[src/rtl/diff_decoder_pkg.sv]
// Shared types and constants for the differential (XOR) serial decoder.
// The FSM state encoding, byte width and default sync word live here.
package diff_pkg;

    localparam int BYTE_W = 8;
    localparam logic [BYTE_W-1:0] SYNC_WORD_DEFAULT = 8'hA5;

    typedef enum logic {
        HUNT   = 1'b0,
        LOCKED = 1'b1
    } state_t;

    // MSB-first serial assembly: the newest bit lands in the LSB.
    function automatic logic [BYTE_W-1:0] shift_in(input logic [BYTE_W-1:0] r,
                                                   input logic b);
        return {r[BYTE_W-2:0], b};
    endfunction

endpackage

[src/rtl/diff_decoder_if.sv]
// Serial-in / byte-out bundle between the line sampler, the decoder and the consumer.
// The decoder attaches through the slave modport; the driving side uses master.
interface diff_decoder_if;
    import diff_pkg::*;

    logic              in_valid;
    logic              in;
    logic              bit_valid;
    logic              bit_out;
    logic              locked;
    logic              out_valid;
    logic [BYTE_W-1:0] out_data;
    logic              out_ready;
    logic              overflow;

    modport master (
        output in_valid,
        output in,
        output out_ready,
        input  bit_valid,
        input  bit_out,
        input  locked,
        input  out_valid,
        input  out_data,
        input  overflow
    );

    modport slave (
        input  in_valid,
        input  in,
        input  out_ready,
        output bit_valid,
        output bit_out,
        output locked,
        output out_valid,
        output out_data,
        output overflow
    );

endinterface

[src/rtl/diff_decoder_byte_fifo2.sv]
// Two-entry byte FIFO with a sticky overflow flag. A push into a full FIFO is
// accepted only when the head is popped on the same edge; otherwise it is dropped.
module byte_fifo2
    import diff_pkg::*;
(
    input  logic              clk,
    input  logic              reset,
    input  logic              push,
    input  logic [BYTE_W-1:0] push_data,
    input  logic              pop,
    output logic              full,
    output logic              empty,
    output logic [BYTE_W-1:0] head,
    output logic              overflow
);

    logic [BYTE_W-1:0] mem_reg [2];
    logic              wr_ptr_reg;
    logic              rd_ptr_reg;
    logic [1:0]        count_reg;
    logic [1:0]        count_next;
    logic              overflow_reg;
    logic              pop_ok;
    logic              push_ok;

    assign full     = (count_reg == 2'd2);
    assign empty    = (count_reg == 2'd0);
    assign head     = mem_reg[rd_ptr_reg];
    assign overflow = overflow_reg;

    assign pop_ok  = pop & ~empty;
    // When full, wr_ptr equals rd_ptr, so the incoming byte reuses the slot being popped.
    assign push_ok = push & (~full | pop_ok);

    always_comb begin
        count_next = count_reg;
        case ({push_ok, pop_ok})
            2'b10:   count_next = count_reg + 2'd1;
            2'b01:   count_next = count_reg - 2'd1;
            default: count_next = count_reg;
        endcase
    end

    always_ff @(posedge clk or negedge reset) begin
        if (!reset) begin
            for (int i = 0; i < 2; i++) begin
                mem_reg[i] <= '0;
            end
            wr_ptr_reg   <= 1'b0;
            rd_ptr_reg   <= 1'b0;
            count_reg    <= 2'd0;
            overflow_reg <= 1'b0;
        end else begin
            if (push_ok) begin
                mem_reg[wr_ptr_reg] <= push_data;
                wr_ptr_reg          <= ~wr_ptr_reg;
            end
            if (pop_ok) begin
                rd_ptr_reg <= ~rd_ptr_reg;
            end
            count_reg <= count_next;
            if (push && !push_ok) begin
                overflow_reg <= 1'b1;
            end
        end
    end

endmodule

[src/rtl/diff_decoder.sv]
// Differential decoder: x[n] = y[n] ^ y[n-1], sync-word hunt, fixed-length
// MSB-first frame assembly, and a 2-entry valid/ready output buffer.
module diff_decoder
    import diff_pkg::*;
#(
    parameter logic [BYTE_W-1:0] SYNC_WORD   = SYNC_WORD_DEFAULT,
    parameter int                FRAME_BYTES = 4
) (
    input  logic           clk,
    input  logic           reset,
    diff_decoder_if.slave  bus
);

    localparam logic [7:0] LAST_BYTE = 8'(FRAME_BYTES - 1);

    state_t            state_reg,    state_next;
    logic [BYTE_W-1:0] shreg_reg,    shreg_next;
    logic [BYTE_W-1:0] asm_reg,      asm_next;
    logic [2:0]        bit_cnt_reg,  bit_cnt_next;
    logic [7:0]        byte_cnt_reg, byte_cnt_next;
    logic              prev_reg;
    logic              bit_valid_reg;
    logic              bit_out_reg;

    logic              dec;
    logic [BYTE_W-1:0] hunt_window;
    logic              push;
    logic [BYTE_W-1:0] push_data;
    logic              fifo_full;
    logic              fifo_empty;

    assign dec         = bus.in ^ prev_reg;
    assign hunt_window = shift_in(shreg_reg, dec);
    assign push_data   = shift_in(asm_reg, dec);

    always_comb begin
        state_next    = state_reg;
        shreg_next    = shreg_reg;
        asm_next      = asm_reg;
        bit_cnt_next  = bit_cnt_reg;
        byte_cnt_next = byte_cnt_reg;
        push          = 1'b0;

        if (bus.in_valid) begin
            case (state_reg)
                HUNT: begin
                    if (hunt_window == SYNC_WORD) begin
                        state_next    = LOCKED;
                        shreg_next    = '0;
                        bit_cnt_next  = 3'd0;
                        byte_cnt_next = 8'd0;
                    end else begin
                        shreg_next = hunt_window;
                    end
                end
                LOCKED: begin
                    asm_next = push_data;
                    if (bit_cnt_reg == 3'd7) begin
                        push         = 1'b1;
                        bit_cnt_next = 3'd0;
                        if (byte_cnt_reg == LAST_BYTE) begin
                            // Frame done: the next sync must be built from 8 fresh bits.
                            state_next    = HUNT;
                            byte_cnt_next = 8'd0;
                            shreg_next    = '0;
                        end else begin
                            byte_cnt_next = byte_cnt_reg + 8'd1;
                        end
                    end else begin
                        bit_cnt_next = bit_cnt_reg + 3'd1;
                    end
                end
                default: begin
                    state_next = HUNT;
                end
            endcase
        end
    end

    always_ff @(posedge clk or negedge reset) begin
        if (!reset) begin
            state_reg     <= HUNT;
            shreg_reg     <= '0;
            asm_reg       <= '0;
            bit_cnt_reg   <= 3'd0;
            byte_cnt_reg  <= 8'd0;
            prev_reg      <= 1'b0;
            bit_valid_reg <= 1'b0;
            bit_out_reg   <= 1'b0;
        end else begin
            state_reg     <= state_next;
            shreg_reg     <= shreg_next;
            asm_reg       <= asm_next;
            bit_cnt_reg   <= bit_cnt_next;
            byte_cnt_reg  <= byte_cnt_next;
            bit_valid_reg <= bus.in_valid;
            if (bus.in_valid) begin
                prev_reg    <= bus.in;
                bit_out_reg <= dec;
            end
        end
    end

    byte_fifo2 u_fifo (
        .clk       (clk),
        .reset     (reset),
        .push      (push),
        .push_data (push_data),
        .pop       (bus.out_ready),
        .full      (fifo_full),
        .empty     (fifo_empty),
        .head      (bus.out_data),
        .overflow  (bus.overflow)
    );

    assign bus.bit_valid = bit_valid_reg;
    assign bus.bit_out   = bit_out_reg;
    assign bus.locked    = (state_reg == LOCKED);
    assign bus.out_valid = ~fifo_empty;

endmodule

[src/flat_wrapper.sv]
// flat-port wrapper written by rule: the top's interface ports become plain ports
module diff_decoder_flat import diff_pkg::*;
#(
    parameter logic [BYTE_W-1:0] SYNC_WORD   = SYNC_WORD_DEFAULT,
    parameter int                FRAME_BYTES = 4
)
  (clk, reset, bus_in_valid, bus_in, bus_out_ready, bus_bit_valid, bus_bit_out, bus_locked, bus_out_valid, bus_out_data, bus_overflow);
  diff_decoder_if bus_i ();
  input  logic clk;
  input  logic reset;
  input wire logic [$bits(bus_i.in_valid)-1:0] bus_in_valid;
  input wire logic [$bits(bus_i.in)-1:0] bus_in;
  input wire logic [$bits(bus_i.out_ready)-1:0] bus_out_ready;
  output wire logic [$bits(bus_i.bit_valid)-1:0] bus_bit_valid;
  output wire logic [$bits(bus_i.bit_out)-1:0] bus_bit_out;
  output wire logic [$bits(bus_i.locked)-1:0] bus_locked;
  output wire logic [$bits(bus_i.out_valid)-1:0] bus_out_valid;
  output wire logic [$bits(bus_i.out_data)-1:0] bus_out_data;
  output wire logic [$bits(bus_i.overflow)-1:0] bus_overflow;
  assign bus_i.in_valid = bus_in_valid;
  assign bus_i.in = bus_in;
  assign bus_i.out_ready = bus_out_ready;
  assign bus_bit_valid = bus_i.bit_valid;
  assign bus_bit_out = bus_i.bit_out;
  assign bus_locked = bus_i.locked;
  assign bus_out_valid = bus_i.out_valid;
  assign bus_out_data = bus_i.out_data;
  assign bus_overflow = bus_i.overflow;
  diff_decoder #(.SYNC_WORD(SYNC_WORD), .FRAME_BYTES(FRAME_BYTES)) u_core (.clk(clk), .reset(reset), .bus(bus_i));
endmodule
[config.mk]
export PLATFORM = sky130hd
export DESIGN_NAME = diff_decoder_flat
export DESIGN_NICKNAME = d
export VERILOG_FILES = /design/src/rtl/diff_decoder_pkg.sv /design/src/rtl/diff_decoder_if.sv /design/src/rtl/diff_decoder_byte_fifo2.sv /design/src/rtl/diff_decoder.sv /design/src/flat_wrapper.sv
export SDC_FILE = /design/constraint.sdc
export NUM_CORES = 1
export LEC_CHECK = 0
export ABC_AREA = 1
export BUFFER_PORTS_ARGS = -buffer_cell sky130_fd_sc_hd__buf_2
export CAP_MARGIN = 20
export CORE_ASPECT_RATIO = 1.75
export CORE_MARGIN = 1
export CORE_UTILIZATION = 50
export DETAILED_ROUTE_END_ITERATION = 8
export PLACE_DENSITY_LB_ADDON = 0.15
export SYNTH_ARGS = -nofsm -noshare
export SYNTH_HDL_FRONTEND = slang
export SYNTH_SLANG_ARGS = --single-unit
[constraint.sdc]
create_clock -name clk -period 2.49 [get_ports clk]
set_clock_uncertainty 0.05 [all_clocks]
set_input_delay 0 -clock clk [delete_from_list [all_inputs] [get_ports clk]]
set_output_delay 0 -clock clk [all_outputs]
set_load 0.005 [all_outputs]
# [After elaboration in Yosys (flattened, before gate mapping)]
# Index checks and enable logic that the tools add are counted.
[totals] reg_bits=50 wordCells=75
[op_classes] add_sub_neg=4 n_lt_le_gt_ge=3 eq_ne=9 mux=25 bitwise=11 reduce_logical=9
[ops] cell="two-way mux 8 bit" count=7
[ops] cell="two-way mux 7 bit" count=3
[ops] cell="bitwise mux 16 bit" count=1
[ops] cell="case mux 8 bit (2 select lines)" count=1
[ops] cell="case mux 7 bit (2 select lines)" count=1
[ops] cell="adder 8 x 1 -> 8 bit (second input constant)" count=1
[ops] cell="demux 8 bit (select 1 bit)" count=1
[ops] cell="equality test 8 x 2 -> 1 bit (second input constant)" count=1
[ops] cell="equality test 8 bit (second input constant)" count=1
[ops] cell="two-way mux 1 bit" count=6
[ops] cell="two-way mux 3 bit" count=2
[ops] cell="case mux 3 bit (2 select lines)" count=1
[ops] cell="AND reduction 3 bit" count=2
[ops] cell="NOT 1 bit" count=5
[ops] cell="equality test 2 bit (second input constant)" count=2
[ops] cell=">= comparator 2 bit (second input constant)" count=2
[ops] cell="!= test 2 bit (second input constant)" count=2
[ops] cell="NOT 1 -> 2 bit" count=2
[ops] cell="case mux 2 bit (2 select lines)" count=1
[ops] cell="AND reduction 2 bit" count=2
[ops] cell="adder 3 x 1 -> 3 bit (second input constant)" count=1
[ops] cell="equality test 3 bit (second input constant)" count=1
[ops] cell="adder 2 x 1 -> 2 bit (second input constant)" count=1
[ops] cell="bitwise AND 1 bit" count=2
[ops] cell="11 further kinds" count=12

# [Longest topological paths before layout]
# Gate-level depths: netlist (run 1).
[logic_depth] ltp_word=7 mapped_depth=10 depth_no_buf=9

# [Hierarchy]
# From an unflattened synthesis (run 1), not the netlist that was laid out.
[hier_totals] hier_cells=294 area_unflattened_um2=2497.4
[modules_own_cells] module="diff_decoder" instances=1 cells_per_inst=170 area_each_um2=1436.4 seq_area_each_um2=725.7
[modules_own_cells] module="byte_fifo2" instances=1 cells_per_inst=124 area_each_um2=1061.0 seq_area_each_um2=525.5

# [Worst setup path after synthesis (run 1)]
# OpenSTA, ideal clock, no wires.
[synth_path] kind="reg2reg" startpoint="reg u_core.bit_cnt_reg[0]" endpoint="reg u_core.u_fifo.count_reg[1]" setup_ns=0.131 arrival_ns=1.566 required_ns=2.309 slack_ns=0.744 stages_incl_launch_ff=10 path_buffers=0 synth_period_minus_slack_ns=1.746 cell_sequence="dfrtp_1 -> ha_1 -> ha_1 -> inv_1 -> nor2_4 -> nand2_2 -> ha_1 -> a21oi_1 -> o21ai_0 -> xor2_1"
[synth_between] elab_chain_len=7
[synth_lines] item="from (decl)" line_no="diff_decoder.sv:19" text="logic [2:0] bit_cnt_reg, bit_cnt_next;"
[synth_lines] item="from (signal assigned)" line_no="diff_decoder.sv:94" text="bit_cnt_reg <= bit_cnt_next;"
[synth_lines] item="equality test 3 bit *" line_no="diff_decoder.sv:58" text="if (bit_cnt_reg == 3'd7) begin"
[synth_lines] item="two-way mux 1 bit *" line_no="diff_decoder.sv:58"
[synth_lines] item="two-way mux 1 bit *" line_no="diff_decoder.sv:45" text="case (state_reg)"
[synth_lines] item="two-way mux 1 bit *" line_no="diff_decoder.sv:44" text="if (bus.in_valid) begin"
[synth_lines] item="bitwise AND 1 bit *" line_no="diff_decoder_byte_fifo2.sv:33" text="assign push_ok = push & (~full | pop_ok);"
[synth_lines] item="equality test 2 x 1 -> 1 bit / equality test 2 bit (equally long branches)" line_no="diff_decoder_byte_fifo2.sv:37" text="case ({push_ok, pop_ok})"
[synth_lines] item="case mux 2 bit (2 select lines) / nonzero test 2 bit (equally long branches)"
[synth_lines] item="to (signal assigned)" line_no="diff_decoder_byte_fifo2.sv:61" text="count_reg <= count_next;"
[synth_lines] item="to (decl)" line_no="diff_decoder_byte_fifo2.sv:20" text="logic [1:0] count_reg;"
# Every way passes the cells marked *; elsewhere a longest branch is shown, timed or not.
# A chain may end at the register's enable or synchronous reset.

# [Worst setup path after layout (run 1)]
# Same ends and word-level chain as after synthesis.

==> impl_results.md, run 1 <==
* Synth Area in XOR/XNOR at 1.50%
* I/O pin total at 18
* Adder-cell share of the synthesized area at 2.14%
* Setup CP Type: register to register
* Vias in the first global route at 1728
* Via count at 1729
* Hold WS at 0.161 ns
* Gpl congestion at 0.789
* RSZ-0062 raised after global routing: false
* Combinational family with the most area after synthesis: simple AND/OR/NAND/NOR gates
* Tot GR Track Use at 20.1%
* Initial antenna violation count at 0
* Die extent in x at 53.7 um
* Placeable Area at 0.00444 mm^2
* Pre-CTS setup slack at 0.599 ns
* Iter 0 DRT Violations at 35
* Clock Power Share at 20.9%
* Global-route wire length before repair at 7.36 mm
* Power Total at 2.33 mW
* Status: completed
* Area of the multi-input gates at 940 um^2
* Chip Height at 92.4 um
* Fin nets at 319
* Drt first pass iters at 6
* CTS tree: done
* Final WS setup at 0.607 ns
* Synthesized area at 0.00234 mm^2
* PortBufs at 17
* Worst skew pair latency at 0.30 ns
* Synth top area cells: dfrtp_1 (54%), nand2_1 (20%), o21ai_0 (4.3%), inv_1 (3.9%), o21ai_2 (3.0%)
* Hold Crit Class: input port to async pin
* Power density over the cells at 899 mW/mm^2
* Area leader, netlist: dfrtp_1
* Post-CTS Setup Inserts at 0
* # H-tree levels at 2
* Fillcell total at 396
* Post-cts hold buffer count at 4
* Max clock buf depth at 2
* Root Buffer: clkbuf_8
* Yosys cell types at 23
* Max FFs per register at 16
* Post-Synthesis Cells at 286
* Cts bufs inserted at 5
* Slew @ Worst Pin at 0.556 ns
* Post-synthesis mux area share at 0%
* Final setup fails at 0
* Reg power frac at 51.0%
* Post-DRT Antenna Nets at 0
* Ys async rst share at 100%
* Ys flop type: dfrtp_1
* Critical Path Source Type: register
* Period utilization at 75.6%
* Synth Area in Compound Gates at 8.94%
* Routed WL at 4.17 mm
* Avg Cell Area, Syn at 8.17 um^2
* Post-synthesis register bit count at 50
* WL/cell at 11.5 um
* Register clock-pin slew on the reported worst setup and hold paths at 0.09 ns
* Area growth, synth to finish at 10.9%
* DRC at 0
* Diode count at 0
* Final Hold Fails at 0
* Synth warn at 0
* Die ar. at 0.00496 mm^2
* CP endpoint kind: register
* Max Cap Viol at 0
* Starting density of the core at 52.6%
* Pleak at 1.38 nW
* Register area at 0.00125 mm^2
* Net Sw Frac at 34.6%
* Sum Neg Setup Slack at 0 ns
* Mapped Nets at 295
* Critical path data arrival time at 2.02 ns
* Slew HR at 62.9%
* Sequential share of the synthesized area at 53.6%
* Required @ worst endpoint at 2.63 ns
* Row count at 32
* Total gr overflow at 0
* Fmax at 531 MHz
* Area share of the largest cell type after synthesis at 53.6%
* Layout cells sized above 1 at 13.2%
* Combinational share of power at 28.1%
* Simple-gate area share of the yosys netlist at 27.6%
* Largest net degree at the start of global routing at 27
* Crit Path Max Fanout at 5
* Net Sw Power at 0.806 mW
* HPWL after DPL at 3.01 mm
* Vias per cell at 4.78
* Max VDD drop at 0.477 mV
* Final Slew Violations at 0
* CTS Sinks at 50
* Tmin final at 1.88 ns
* Cell Int Power at 1.52 mW
* Post-CTS Resized at 0
* Final core utilization at 58.3%
* Post-synth EDFFs at 0
layer usage:
metal / vias up / share of wire (%) / global-route usage, %
met1: 764 / 45 / 23.4
met2: 26 / 51 / 34.1
li1: 931 / - / -
met5: - / 0 / 0
met3: 8 / 2.5 / 3.61
met4: 0 / 2.1 / 8.99
synth_stat cells (3+ instances only):
master    count
clkbuf_1      4
nand2_1     127
nand2_2       3
ha_1          4
dfrtp_1      50
o21ai_0      20
inv_1        24
a21oi_1       3
nand3_1      10
xor2_1        3
nor2_1       16
o21ai_2       8
worst max-delay path, cell delays in order (launching register included):
cell and delay [ns]:
dfrtp_1 0.38, ha_1 0.16, ha_1 0.19, inv_1 0.09, nor2_4 0.16, nand2_2 0.08, ha_1 0.30, a21oi_1 0.11
o21ai_0 0.10, xor2_1 0.15
power groups by stage:
stage,Clock (mW),Combinational [mW],Sequential (mW)
after global placement,0,0.654,1.20
after global routing,0.550,0.783,1.22
after floorplan,0,0.506,1.15
after detailed placement,0,0.666,1.20
final,0.488,0.654,1.19
after CTS,0.503,0.672,1.19
final cells by class:
type,count,area share (%)
multi-input cells,204,36.3
flip-flops and latches,50,48.3
clock inverters,2,0.483
inverters,25,3.62
well taps,51,2.46
repair buffers,24,5.70
clock buffers,6,3.19
final timing paths:
path | end | start | slack, ns | cells after the start
worst min-delay path | u_core.u_fifo.mem_reg[14]$_DFFE_PN0P_ | reset | 0.16 | 2
worst max register to register | u_core.u_fifo.count_reg[1]$_DFFE_PN0P_ | u_core.bit_cnt_reg[0]$_DFFE_PN0P_ | 0.61 | 9
max in group asynchronous | u_core.shreg_reg[4]$_DFFE_PN0P_ | reset | 1.61 | 3
worst max-delay path | u_core.u_fifo.count_reg[1]$_DFFE_PN0P_ | u_core.bit_cnt_reg[0]$_DFFE_PN0P_ | 0.61 | 9
worst min register to register | u_core.bus.bit_out$_DFFE_PN0P_ | u_core.bus.bit_out$_DFFE_PN0P_ | 0.43 | 2
min in group clk | u_core.prev_reg$_DFFE_PN0P_ | bus_in | 0.41 | 4
metrics by stage:
stage / area, um^2 / std cells
4_1_cts: 2590 / 362
2_1_floorplan: 2340 / 286
3_3_place_gp: 2460 / 350
3_5_place_dp: 2460 / 350
5_1_grt: 2590 / 362
6_report: 2590 / 362
kinds of logic after synthesis:
kind of cell / count (synthesis)
buffers and inverters: 32
AOI/OAI and AO/OA: 34
xor gates and xnor gates: 4
adders and majority gates: 4
DFF: 50
and+or+nand+nor: 162
placed cells by master (no fill, tap or decap):
master	n
nand4_1	2
nand2_1	127
nand3_1	10
or2_1	1
clkinv_2	1
nor2_4	1
nor3_1	2
o21ai_2	8
ha_1	4
nand2_2	3
xnor2_1	1
buf_2	17
nor2_1	16
xor2_1	3
a31o_2	1
clkinv_1	1
clkinvlp_4	1
dlygate4sd3_1	4
o21ai_0	20
a21oi_1	3
o21bai_1	2
inv_1	24
dfrtp_1	50
clkbuf_8	6
buf_4	3
Note: power is estimated with default switching activity, not from simulation.
==> run 2, diff against run 1 <==
ABC_AREA = 0   (was 1)
clock period = 1.8 ns   (was 2.49 ns; I/O delays follow)
==> impl_results.md, run 2 <==
* Power Total at 3.06 mW
* Period utilization at 97.3%
* CTS tree: done
* Fmax at 571 MHz
* Max clock buf depth at 2
* Tot GR Track Use at 19.9%
* WL/cell at 16.1 um
* Row count at 31
* Most frequent CP cell: ha_4
* Post-synthesis mux area share at 15.0%
* Post-synth EDFFs at 0
* Post-synthesis register bit count at 50
* Max Cap Viol at 0
* # H-tree levels at 2
* Cts bufs inserted at 5
* Routed WL at 4.09 mm
* Ys flop type: dfrtp_1
* Area share of the largest cell type after synthesis at 55.8%
* Max incr delay on CP at 0.38 ns
* Ys async rst share at 100%
* HPWL after DPL at 2.98 mm
* Synth warn at 0
* Chip Height at 90.6 um
* Max FFs per register at 16
* Max VDD drop at 0.879 mV
* Inst Count DP at 243
* Post-Synthesis Cells at 172
* Critical path data arrival time at 1.88 ns
* Setup CP Type: register to register
* Drt first pass iters at 4
* Vias in the first global route at 1539
* Adder-cell share of the synthesized area at 2.23%
* Synthesized area at 0.00224 mm^2
* Diode count at 0
* Synth Area in Compound Gates at 10.8%
* Hold Crit Class: input port to register
* Final core utilization at 62.8%
* Area growth, synth to finish at 18.5%
* Vias per cell at 5.70
* Mapped Nets at 181
* Root Buffer: clkbuf_8
* Placeable Area at 0.00423 mm^2
* Most numerous cell in the Yosys netlist: dfrtp_1
* Total gr overflow at 0
* Slew HR at 59.4%
* Iter 0 DRT Violations at 24
* Combinational family with the most area after synthesis: multiplexers
* Status: completed
* Power density over the cells at 1150 mW/mm^2
* Die extent in x at 52.6 um
* Initial antenna violation count at 0
* Gpl congestion at 0.772
* Avg Cell Area, Syn at 13.0 um^2
* Final setup fails at 0
* CP max-delay cell: dfrtp_1
* Required @ worst endpoint at 1.93 ns
* Non-Filler Instances at 254
* Global-route wire length before repair at 6.97 mm
* Sum Neg Setup Slack at 0 ns
* Simple-gate area share of the yosys netlist at 11.8%
* Area leader, netlist: dfrtp_1
* Worst skew pair latency at 0.30 ns
* Most frequent cells after synthesis: dfrtp_1 (50), mux2_2 (29), nand2_1 (8)
* Starting density of the core at 53.0%
* Final Hold Fails at 0
* Sequential share of the synthesized area at 55.8%
* Hold WS at 0.00316 ns
* DRC at 0
* Pleak at 1.30 nW
* CP endpoint kind: register
* Synth Area in XOR/XNOR at 2.68%
* Crit Path Max Fanout at 4
* Slew @ Worst Pin at 0.609 ns
* I/O pin total at 18
* Fin nets at 213
* Die ar. at 0.00476 mm^2
* Post-CTS Setup Inserts at 0
* Layout cells sized above 1 at 40.5%
* Commonest non-fill, non-tap cell in the layout: dfrtp_1
* Via count at 1449
* Synth top area cells: dfrtp_1 (56%), mux2_2 (15%), a22o_1 (2.3%), ha_1 (2.2%), a31oi_1 (1.7%)
* Largest net degree at the start of global routing at 51
* Commonest cells after routing, fill and taps aside: dfrtp_1 (50), mux2_2 (29), buf_2 (17)
* PortBufs at 17
* Critical Path Source Type: register
* Yosys cell types at 40
* Tmin final at 1.75 ns
* Post-DRT Antenna Nets at 0
* Register clock-pin slew on the reported worst setup and hold paths at 0.09 ns
* CP Cell Sequence: ha_2 > ha_4 > and3_4 > nand2b_4 > ha_4 > xnor2_2 > nor2_2 > xor2_1
* CTS Sinks at 50
* Final Slew Violations at 0
-- run 2: path summary, 6_finish.rpt --
kind                            slack [ns]                                     end  depth (start not counted)                               start
worst max-delay path                  0.05  u_core.u_fifo.count_reg[1]$_DFFE_PN0P_                          8   u_core.bit_cnt_reg[1]$_DFFE_PN0P_
worst min-delay path                 0.003      u_core.u_fifo.overflow$_DFFE_PN0P_                          3                       bus_out_ready
worst min register to register        0.42      u_core.u_fifo.overflow$_DFFE_PN0P_                          1  u_core.u_fifo.overflow$_DFFE_PN0P_
worst max register to register        0.05  u_core.u_fifo.count_reg[1]$_DFFE_PN0P_                          8   u_core.bit_cnt_reg[1]$_DFFE_PN0P_
min in group asynchronous             0.27    u_core.u_fifo.mem_reg[6]$_DFFE_PN0P_                          3                               reset
max in group asynchronous             1.01  u_core.u_fifo.count_reg[1]$_DFFE_PN0P_                          3                               reset
-- run 2: layout make-up --
type,count,area [um^2]
fillers,332,1570
clock buffers,5,68.8
well taps,49,61.3
clock inverters,3,45.0
inverters,3,11.3
flip-flops and latches,50,1250
multi-input cells,113,1010
repair buffers,31,210
-- run 2: what timing repair did --
action	CTS	global route
hold buffers	3	0
endpoints found under the hold margin	52	0
resized for setup	2	6
setup endpoints to repair	2	12
pin swaps	0	3
gates cloned	0	0
-- run 2: metal layers --
| metal | global-route usage, % | part of all wire [%] |
|---|---|---|
| met1 | 20.9 | 39 |
| met2 | 35.8 | 57 |
| met3 | 4.38 | 2.5 |
| met4 | 8.55 | 1.7 |
| met5 | 0 | 0 |
-- run 2: power breakdown --
part           switching (mW)  total [mW]  internal, mW
sequential              0.254        1.61          1.36
clock                   0.368       0.782         0.413
combinational           0.263       0.664         0.401
total                   0.885        3.06          2.17
-- run 2: through the flow --
stage	cell area, um^2	worst slack (ns)
2_1_floorplan	2260	0.00693
3_3_place_gp	2470	0.0363
3_5_place_dp	2470	-0.0876
4_1_cts	2620	0.00370
5_1_grt	2660	-0.0107
6_report	2660	0.0494
-- run 2: worst max-delay path, delay by kind of cell, from the launching register on --
kind,cells,cell delay (ns)
DFF,1,0.38
and+or+nand+nor,3,0.36
xor gates and xnor gates,2,0.32
adders and majority gates,3,0.51
-- run 2: cells by family after synthesis --
kind of cell | Yosys count
flip-flops | 50
XOR/XNOR | 6
multiplexers | 30
AND/OR/NAND/NOR | 40
AO/OA/AOI/OAI | 33
buffers and inverters | 9
adder cells (fa/ha/maj) | 4
